<file path="config.mk">
export PLATFORM = sky130hd
export DESIGN_NAME = soc_pm_analog_config_shifter_flat
export DESIGN_NICKNAME = d
export VERILOG_FILES = /design/src/rtl/soc_pm_analog_config_pkg.sv /design/src/rtl/soc_pm_analog_config_if.sv /design/src/rtl/soc_pm_cfg_sclk_tick.sv /design/src/rtl/soc_pm_analog_config_shifter.sv /design/src/flat_wrapper.sv
export SDC_FILE = /design/constraint.sdc
export NUM_CORES = 1
export LEC_CHECK = 0
export CAP_MARGIN = 20
export CORE_ASPECT_RATIO = 1.1
export CORE_MARGIN = 1
export CORE_UTILIZATION = 25
export DETAILED_ROUTE_END_ITERATION = 12
export REMOVE_ABC_BUFFERS = 1
export SLEW_MARGIN = 0
export SYNTH_ARGS = -nofsm -noshare
export SYNTH_HDL_FRONTEND = slang
export SYNTH_SLANG_ARGS = --single-unit
</file>
<file path="constraint.sdc">
create_clock -name clk -period 5 [get_ports clk]
set_clock_uncertainty 0.05 [all_clocks]
set_input_delay 1 -clock clk [delete_from_list [all_inputs] [get_ports clk]]
set_output_delay 1 -clock clk [all_outputs]
set_load 0.01 [all_outputs]
</file>
<file path="src/rtl/soc_pm_analog_config_pkg.sv">
// Shared types for the pixel-matrix analog configuration shifter: word width, FSM states,
// field layout and the helper that packs the fields into the serial word.
package soc_pm_analog_config_pkg;

  localparam int PM_ANALOG_CONFIG_W = 128;

  typedef enum logic [2:0] {
    ST_IDLE     = 3'd0,
    ST_SHIFT_LO = 3'd1,
    ST_SHIFT_HI = 3'd2,
    ST_LOAD     = 3'd3,
    ST_DONE     = 3'd4
  } state_t;

  // Member order equals chain order, MSB first.
  typedef struct packed {
    logic [37:0] res;
    logic [7:0]  th_high;
    logic [7:0]  th_low;
    logic [6:0]  ikrum;
    logic [6:0]  vblr;
    logic [5:0]  fed_csa;
    logic [5:0]  idiscr;
    logic [5:0]  ref_csa_in;
    logic [5:0]  ref_csa_mid;
    logic [5:0]  ref_csa_out;
    logic [5:0]  ref_dac;
    logic [5:0]  ref_dac_base;
    logic [5:0]  ref_dac_krum;
    logic [5:0]  shift_high;
    logic [5:0]  shift_low;
  } analog_config_t;

  function automatic logic [PM_ANALOG_CONFIG_W-1:0] pack_analog_config(input analog_config_t c);
    return {c.res, c.th_high, c.th_low, c.ikrum, c.vblr, c.fed_csa, c.idiscr,
            c.ref_csa_in, c.ref_csa_mid, c.ref_csa_out, c.ref_dac, c.ref_dac_base,
            c.ref_dac_krum, c.shift_high, c.shift_low};
  endfunction

endpackage

</file>
<file path="src/rtl/soc_pm_analog_config_if.sv">
// Analog bias/threshold field bundle from the SoC register block to the config shifter.
// Purely combinational field transport; no handshake.
interface soc_pm_analog_config;
  logic [37:0] res;
  logic [7:0]  th_high;
  logic [7:0]  th_low;
  logic [6:0]  ikrum;
  logic [6:0]  vblr;
  logic [5:0]  fed_csa;
  logic [5:0]  idiscr;
  logic [5:0]  ref_csa_in;
  logic [5:0]  ref_csa_mid;
  logic [5:0]  ref_csa_out;
  logic [5:0]  ref_dac;
  logic [5:0]  ref_dac_base;
  logic [5:0]  ref_dac_krum;
  logic [5:0]  shift_high;
  logic [5:0]  shift_low;

  modport master (output res, th_high, th_low, ikrum, vblr, fed_csa, idiscr, ref_csa_in,
                  ref_csa_mid, ref_csa_out, ref_dac, ref_dac_base, ref_dac_krum,
                  shift_high, shift_low);
  modport slave  (input  res, th_high, th_low, ikrum, vblr, fed_csa, idiscr, ref_csa_in,
                  ref_csa_mid, ref_csa_out, ref_dac, ref_dac_base, ref_dac_krum,
                  shift_high, shift_low);
endinterface

</file>
<file path="src/rtl/soc_pm_cfg_sclk_tick.sv">
// Serial-clock phase timer: tick is high in the last clk cycle of each CLK_DIV-long phase.
// Held at zero while restart is high, so every shift phase starts from a clean count.
module soc_pm_cfg_sclk_tick #(
  parameter int unsigned CLK_DIV = 2
) (
  input  logic clk,
  input  logic rst,
  input  logic restart,
  output logic tick
);

  logic [7:0] cnt;

  assign tick = (cnt == 8'(CLK_DIV - 1));

  always_ff @(posedge clk) begin
    if (rst || restart || tick) begin
      cnt <= 8'd0;
    end else begin
      cnt <= cnt + 8'd1;
    end
  end

endmodule

</file>
<file path="src/rtl/soc_pm_analog_config_shifter.sv">
// Snapshots the analog config into a 128-bit word and shifts it MSB-first into the pixel chain, then strobes load;
// done lands 256*CLK_DIV+LOAD_WIDTH+1 cycles after start; start ignored while busy. Readback: SOC_PM_ANALOG_CONFIG_READBACK_EN.
module soc_pm_analog_config_shifter
  import soc_pm_analog_config_pkg::*;
#(
  parameter int unsigned CLK_DIV    = 2,
  parameter int unsigned LOAD_WIDTH = 2
) (
  input  logic                        clk,
  input  logic                        rst,
  soc_pm_analog_config.slave          analog_config,
  input  logic                        start,
  output logic                        busy,
  output logic                        done,
  output logic                        pm_cfg_sclk,
  output logic                        pm_cfg_sdata,
  output logic                        pm_cfg_load,
  input  logic                        pm_cfg_sdout,
  output logic                        readback_err
);

  localparam logic [3:0] LOAD_W = 4'(LOAD_WIDTH);

  state_t                        state;
  analog_config_t                cfg;
  logic [PM_ANALOG_CONFIG_W-1:0] cfg_word;
  logic [PM_ANALOG_CONFIG_W-1:0] snap;
  logic [6:0]                    bit_cnt;
  logic [3:0]                    load_cnt;
  logic                          tick;
  logic                          start_acc;
  logic                          load_end;
  logic                          shifting;

  always_comb begin
    cfg              = '0;
    cfg.res          = analog_config.res;
    cfg.th_high      = analog_config.th_high;
    cfg.th_low       = analog_config.th_low;
    cfg.ikrum        = analog_config.ikrum;
    cfg.vblr         = analog_config.vblr;
    cfg.fed_csa      = analog_config.fed_csa;
    cfg.idiscr       = analog_config.idiscr;
    cfg.ref_csa_in   = analog_config.ref_csa_in;
    cfg.ref_csa_mid  = analog_config.ref_csa_mid;
    cfg.ref_csa_out  = analog_config.ref_csa_out;
    cfg.ref_dac      = analog_config.ref_dac;
    cfg.ref_dac_base = analog_config.ref_dac_base;
    cfg.ref_dac_krum = analog_config.ref_dac_krum;
    cfg.shift_high   = analog_config.shift_high;
    cfg.shift_low    = analog_config.shift_low;
  end

  assign cfg_word  = pack_analog_config(cfg);
  assign start_acc = (state == ST_IDLE) && start;
  assign load_end  = (state == ST_LOAD) && (load_cnt == LOAD_W);
  assign shifting  = (state == ST_SHIFT_LO) || (state == ST_SHIFT_HI);

  soc_pm_cfg_sclk_tick #(.CLK_DIV(CLK_DIV)) u_tick (
    .clk     (clk),
    .rst     (rst),
    .restart (!shifting),
    .tick    (tick)
  );

  always_ff @(posedge clk) begin
    if (rst) begin
      state        <= ST_IDLE;
      snap         <= '0;
      bit_cnt      <= '0;
      load_cnt     <= '0;
      busy         <= 1'b0;
      done         <= 1'b0;
      pm_cfg_sclk  <= 1'b0;
      pm_cfg_sdata <= 1'b0;
      pm_cfg_load  <= 1'b0;
    end else begin
      case (state)
        ST_IDLE: begin
          done <= 1'b0;
          if (start_acc) begin
            snap         <= cfg_word;
            bit_cnt      <= 7'd127;
            pm_cfg_sdata <= cfg_word[PM_ANALOG_CONFIG_W-1];
            pm_cfg_sclk  <= 1'b0;
            busy         <= 1'b1;
            state        <= ST_SHIFT_LO;
          end
        end
        ST_SHIFT_LO: begin
          if (tick) begin
            pm_cfg_sclk <= 1'b1;
            state       <= ST_SHIFT_HI;
          end
        end
        ST_SHIFT_HI: begin
          // Data only moves on the falling sclk edge, giving the chain a full low phase of setup.
          if (tick) begin
            pm_cfg_sclk <= 1'b0;
            if (bit_cnt != 7'd0) begin
              bit_cnt      <= bit_cnt - 7'd1;
              pm_cfg_sdata <= snap[bit_cnt - 7'd1];
              state        <= ST_SHIFT_LO;
            end else begin
              pm_cfg_sdata <= 1'b0;
              load_cnt     <= 4'd0;
              state        <= ST_LOAD;
            end
          end
        end
        ST_LOAD: begin
          // Load rises one cycle after the last sclk fall so the chain sees a settled word.
          if (load_end) begin
            pm_cfg_load <= 1'b0;
            done        <= 1'b1;
            busy        <= 1'b0;
            state       <= ST_DONE;
          end else begin
            pm_cfg_load <= 1'b1;
            load_cnt    <= load_cnt + 4'd1;
          end
        end
        ST_DONE: begin
          done  <= 1'b0;
          state <= ST_IDLE;
        end
        default: state <= ST_IDLE;
      endcase
    end
  end

`ifdef SOC_PM_ANALOG_CONFIG_READBACK_EN
  logic [PM_ANALOG_CONFIG_W-1:0] cap;
  logic [PM_ANALOG_CONFIG_W-1:0] prev_snap;
  logic                          prev_valid;

  // The chain tail carries the word written by the previous transaction.
  always_ff @(posedge clk) begin
    if (rst) begin
      cap          <= '0;
      prev_snap    <= '0;
      prev_valid   <= 1'b0;
      readback_err <= 1'b0;
    end else begin
      if (start_acc) begin
        readback_err <= 1'b0;
      end
      if ((state == ST_SHIFT_LO) && tick) begin
        cap <= {cap[PM_ANALOG_CONFIG_W-2:0], pm_cfg_sdout};
      end
      if (load_end) begin
        readback_err <= prev_valid && (cap != prev_snap);
        prev_snap    <= snap;
        prev_valid   <= 1'b1;
      end
    end
  end
`else
  logic unused_sdout;
  assign unused_sdout = pm_cfg_sdout;
  assign readback_err = 1'b0;
`endif

endmodule

</file>
<file path="src/flat_wrapper.sv">
// flat-port wrapper written by rule: the top's interface ports become plain ports
module soc_pm_analog_config_shifter_flat import soc_pm_analog_config_pkg::*;
#(
  parameter int unsigned CLK_DIV    = 2,
  parameter int unsigned LOAD_WIDTH = 2
)
  (clk, rst, start, busy, done, pm_cfg_sclk, pm_cfg_sdata, pm_cfg_load, pm_cfg_sdout, readback_err, analog_config_res, analog_config_th_high, analog_config_th_low, analog_config_ikrum, analog_config_vblr, analog_config_fed_csa, analog_config_idiscr, analog_config_ref_csa_in, analog_config_ref_csa_mid, analog_config_ref_csa_out, analog_config_ref_dac, analog_config_ref_dac_base, analog_config_ref_dac_krum, analog_config_shift_high, analog_config_shift_low);
  soc_pm_analog_config analog_config_i ();
  input  logic clk;
  input  logic rst;
  input  logic start;
  output logic busy;
  output logic done;
  output logic pm_cfg_sclk;
  output logic pm_cfg_sdata;
  output logic pm_cfg_load;
  input  logic pm_cfg_sdout;
  output logic readback_err;
  input wire logic [$bits(analog_config_i.res)-1:0] analog_config_res;
  input wire logic [$bits(analog_config_i.th_high)-1:0] analog_config_th_high;
  input wire logic [$bits(analog_config_i.th_low)-1:0] analog_config_th_low;
  input wire logic [$bits(analog_config_i.ikrum)-1:0] analog_config_ikrum;
  input wire logic [$bits(analog_config_i.vblr)-1:0] analog_config_vblr;
  input wire logic [$bits(analog_config_i.fed_csa)-1:0] analog_config_fed_csa;
  input wire logic [$bits(analog_config_i.idiscr)-1:0] analog_config_idiscr;
  input wire logic [$bits(analog_config_i.ref_csa_in)-1:0] analog_config_ref_csa_in;
  input wire logic [$bits(analog_config_i.ref_csa_mid)-1:0] analog_config_ref_csa_mid;
  input wire logic [$bits(analog_config_i.ref_csa_out)-1:0] analog_config_ref_csa_out;
  input wire logic [$bits(analog_config_i.ref_dac)-1:0] analog_config_ref_dac;
  input wire logic [$bits(analog_config_i.ref_dac_base)-1:0] analog_config_ref_dac_base;
  input wire logic [$bits(analog_config_i.ref_dac_krum)-1:0] analog_config_ref_dac_krum;
  input wire logic [$bits(analog_config_i.shift_high)-1:0] analog_config_shift_high;
  input wire logic [$bits(analog_config_i.shift_low)-1:0] analog_config_shift_low;
  assign analog_config_i.res = analog_config_res;
  assign analog_config_i.th_high = analog_config_th_high;
  assign analog_config_i.th_low = analog_config_th_low;
  assign analog_config_i.ikrum = analog_config_ikrum;
  assign analog_config_i.vblr = analog_config_vblr;
  assign analog_config_i.fed_csa = analog_config_fed_csa;
  assign analog_config_i.idiscr = analog_config_idiscr;
  assign analog_config_i.ref_csa_in = analog_config_ref_csa_in;
  assign analog_config_i.ref_csa_mid = analog_config_ref_csa_mid;
  assign analog_config_i.ref_csa_out = analog_config_ref_csa_out;
  assign analog_config_i.ref_dac = analog_config_ref_dac;
  assign analog_config_i.ref_dac_base = analog_config_ref_dac_base;
  assign analog_config_i.ref_dac_krum = analog_config_ref_dac_krum;
  assign analog_config_i.shift_high = analog_config_shift_high;
  assign analog_config_i.shift_low = analog_config_shift_low;
  soc_pm_analog_config_shifter #(.CLK_DIV(CLK_DIV), .LOAD_WIDTH(LOAD_WIDTH)) u_core (.clk(clk), .rst(rst), .analog_config(analog_config_i), .start(start), .busy(busy), .done(done), .pm_cfg_sclk(pm_cfg_sclk), .pm_cfg_sdata(pm_cfg_sdata), .pm_cfg_load(pm_cfg_load), .pm_cfg_sdout(pm_cfg_sdout), .readback_err(readback_err));
endmodule
</file>
==> impl_metrics.env <==
export IMPL_status="finished clean"
export IMPL_yosysSeqAreaShare_pct=45.3
export IMPL_drtIter0Drc=267
export IMPL_cp_max_fo=17
export IMPL_globalRouteOverflowTotal=0
export IMPL_nets=1064
export IMPL_worstMarginPinSlew_ns=0.968
export IMPL_drt_wl_total_um=18600
export IMPL_cts_tree="built"
export IMPL_hold_viol_final=0
export IMPL_synth_ff_type="dfxtp_1"
export IMPL_fin_tns_setup_ns=0
export IMPL_clk_latency_ns=0.42
export IMPL_synthCells=829
export IMPL_ios=138
export IMPL_synth_seq_cells=155
export IMPL_dieArea_mm2=0.0281
export IMPL_wl_per_cell_um=14.3
export IMPL_cp_required_ns=5.25
export IMPL_dpl_hpwl_um=12500
export IMPL_antenna_left=0
export IMPL_relSlewSlack_pct=35.5
export IMPL_viasPerCell=4.57
export IMPL_max_stage_delay_ns=0.62
export IMPL_drt_pre_antenna_iters=4
export IMPL_grt_pass1_vias=5791
export IMPL_finalInstanceArea_mm2=0.00908
export IMPL_post_route_drc_count=0
export IMPL_p_leak_nw=3.27
export IMPL_cp_end_kind="flop"
export IMPL_yosysUniqueCellTypes=53
export IMPL_rsz0062_at_grt="false"
export IMPL_die_w_um=160
export IMPL_avgSynthCellArea_um2=8.27
export IMPL_track_usage_pct=13.7
export IMPL_place_gp_congestion=0.768
export IMPL_grt_pass1_wl_um=30100
export IMPL_area_delta_synth_final_pct=32.5
export IMPL_rr_worst_depth=9
export IMPL_final_cells=1297
export IMPL_setup_viol_count_final=0
export IMPL_fillCellCount=2872
export IMPL_cp_startpoint="u_core.bit_cnt[0]"
export IMPL_hp_class="flop to flop"
export IMPL_grt_max_degree=136
export IMPL_drive_gt1_share_pct=7.23
export IMPL_cap_viol_max_count=0
export IMPL_crit_chain="clkinv_1 -> ha_2 -> xor2_4 -> buf_4 -> mux4_1 -> mux4_2 -> nor3b_1 -> o31a_1 -> a211o_1"
export IMPL_port_buffers=135
export IMPL_synth_edf_count=0
export IMPL_rows=63
export IMPL_clockRootBuffer="clkbuf_16"
export IMPL_crit_slowest_cell="mux4_1"
export IMPL_start_util_pct=25.4
export IMPL_cts_buffers=17
export IMPL_crit_type="flop to flop"
export IMPL_clock_sinks=155
export IMPL_die_h_um=176
export IMPL_postCtsHoldBufs=0
export IMPL_regToRegStartpoint="u_core.bit_cnt[0]"
export IMPL_async_flop_share_pct=0
export IMPL_arrival_ns=4.06
export IMPL_place_area_mm2=0.00847
export IMPL_drv_slew=0
export IMPL_holdCritStartpoint="u_core.snap[91]"
export IMPL_syn_area_mm2=0.00685
export IMPL_power_density_mw_per_mm2=384
export IMPL_finalCritPeriodShare_pct=76.0
export IMPL_path_clk_slew_ns=0.06
export IMPL_power_total_w=0.00349
export IMPL_whs_endpoint="u_core.snap[91]"
export IMPL_finalCriticalPeriod_ns=3.80
export IMPL_antenna_cells=0
export IMPL_antenna_found_initial=0
export IMPL_htreeDepth=4
export IMPL_max_clock_path_buffers=2
export IMPL_cp_start_kind="flop"
export IMPL_ir_drop_uv=190
export IMPL_fmax_ghz=0.263
export IMPL_cts_setup_buffers=0
export IMPL_num_vias=5922
export IMPL_dp_cells=1265
export IMPL_synth_warnings=0
export IMPL_timing_rr_end="u_core.pm_cfg_sdata"
export IMPL_core_area_mm2=0.0270
export IMPL_holdPathStages=2
export IMPL_r2r_slack_ns=1.20
export IMPL_cts_resized=0
==> cells in the mapped netlist (2+ instances only) <==
cell	number	area share (%)
nand4b_1	2	0.26
buf_6	2	0.33
dfxtp_1	155	45
a221o_1	2	0.29
buf_1	7	0.38
nor2_1	30	1.6
nor2b_1	2	0.18
xnor2_1	7	0.89
and3_1	3	0.27
a211oi_1	8	0.88
o22ai_1	2	0.18
buf_4	2	0.22
nand4_1	6	0.55
a21oi_1	138	10
clkbuf_1	51	2.8
nand2b_1	3	0.27
mux2i_1	5	0.73
xor2_1	6	0.77
mux4_2	18	5.9
a311oi_1	3	0.38
a41oi_1	3	0.38
ha_1	5	0.91
buf_2	2	0.15
nor3_1	12	0.88
nand3_1	11	0.80
nor3b_1	4	0.44
o31ai_1	2	0.22
nand2_1	290	16
inv_1	8	0.44
o21ai_0	7	0.51
mux4_1	11	4.2
==> power breakdown <==
| part | switching [W] | total (W) | internal, W |
|---|---|---|---|
| Combinational | 0.000411 | 0.000758 | 0.000347 |
| Clock | 0.000528 | 0.00133 | 0.000801 |
| Sequential | 0.0000638 | 0.00140 | 0.00134 |
| Total | 0.00100 | 0.00349 | 0.00249 |
==> stage by stage <==
stage / worst slack (ns) / hold slack, ns / utilization, %
finish: 1.20 / 0.401 / 33.7
global route: 0.959 / 0.417 / 33.7
CTS: 1.12 / 0.401 / 33.7
detailed placement: 1.13 / 0.392 / 31.4
global placement: 1.12 / 0.389 / 31.4
floorplan: -3.51 / 0.375 / -
==> area by class of cell <==
class | instances | area [um2] | area share (%)
clock buffer | 18 | 439 | 4.84
clock inverter | 14 | 171 | 1.89
inverter | 9 | 33.8 | 0.372
multi-input combinational | 601 | 3470 | 38.2
sequential | 155 | 3100 | 34.2
tap | 357 | 447 | 4.92
timing repair buffer | 143 | 1420 | 15.7
==> cell families (layout without fill, tap and decap cells) <==
| kind of cell | Yosys count | count (layout) | share of synthesized area (%) |
|---|---|---|---|
| and+or+nand+nor | 372 | 372 | 22.2 |
| xor gates and xnor gates | 14 | 14 | 2.06 |
| AOI/OAI and AO/OA | 174 | 174 | 14.1 |
| adders and majority gates | 5 | 5 | 0.913 |
| buffers and inverters | 73 | 184 | 4.36 |
| DFF | 155 | 155 | 45.3 |
| other | 1 | 1 | 0.0547 |
| muxes | 35 | 35 | 11.0 |
==> sequential cells by signal (all words and copies together), names as in the netlist <==
signal,cells
u_core.bit_cnt,7
u_core.busy,1
u_core.done,1
u_core.load_cnt,4
u_core.pm_cfg_load,1
u_core.pm_cfg_sclk,1
u_core.pm_cfg_sdata,1
u_core.snap,128
u_core.state,3
u_core.u_tick.cnt,8
==> worst max-delay path: cells and delay by family (launching register included) <==
family          cells  cell delay (ns)
xor+xnor            1             0.38
compound gates      2             0.59
simple gates        1             0.16
flops               1             0.33
buf+inv             2             0.67
fa+ha+maj           1             0.39
mux                 2             1.13
==> worst max path at each step <==
| stage | endpoint | cells past startpoint |
|---|---|---|
| after global placement | u_core.pm_cfg_sdata | 9 |
| after global routing | u_core.pm_cfg_sdata | 9 |
| after CTS | u_core.pm_cfg_sdata | 9 |
| final | u_core.pm_cfg_sdata | 9 |
| after detailed placement | u_core.pm_cfg_sdata | 9 |
| after floorplan | u_core.pm_cfg_sdata | 5 |
==> layout by cell type, fill, tap and decap left out, types with 4 or more instances in the layout <==
cell type	n
o21ai_0	7
mux4_2	18
mux2i_1	5
nand2_1	289
a211oi_1	8
ha_1	4
buf_4	8
dfxtp_1	155
inv_1	8
nor3_1	11
xor2_1	6
nand4_1	6
clkinv_4	4
mux4_1	11
clkbuf_16	17
xnor2_1	7
a21oi_1	138
clkinv_2	4
nor2_1	30
nor3b_1	4
nand3_1	11
clkdlybuf4s50_1	134
==> per-layer routing <==
layer	vias up	track usage, %	wire length [um]
met5	-	0	0
met4	0	4.13	234
met3	14	3.12	726
met2	121	22.6	8980
met1	2758	17.7	8650
li1	3029	-	-
Note: power is estimated with default switching activity, not from simulation.
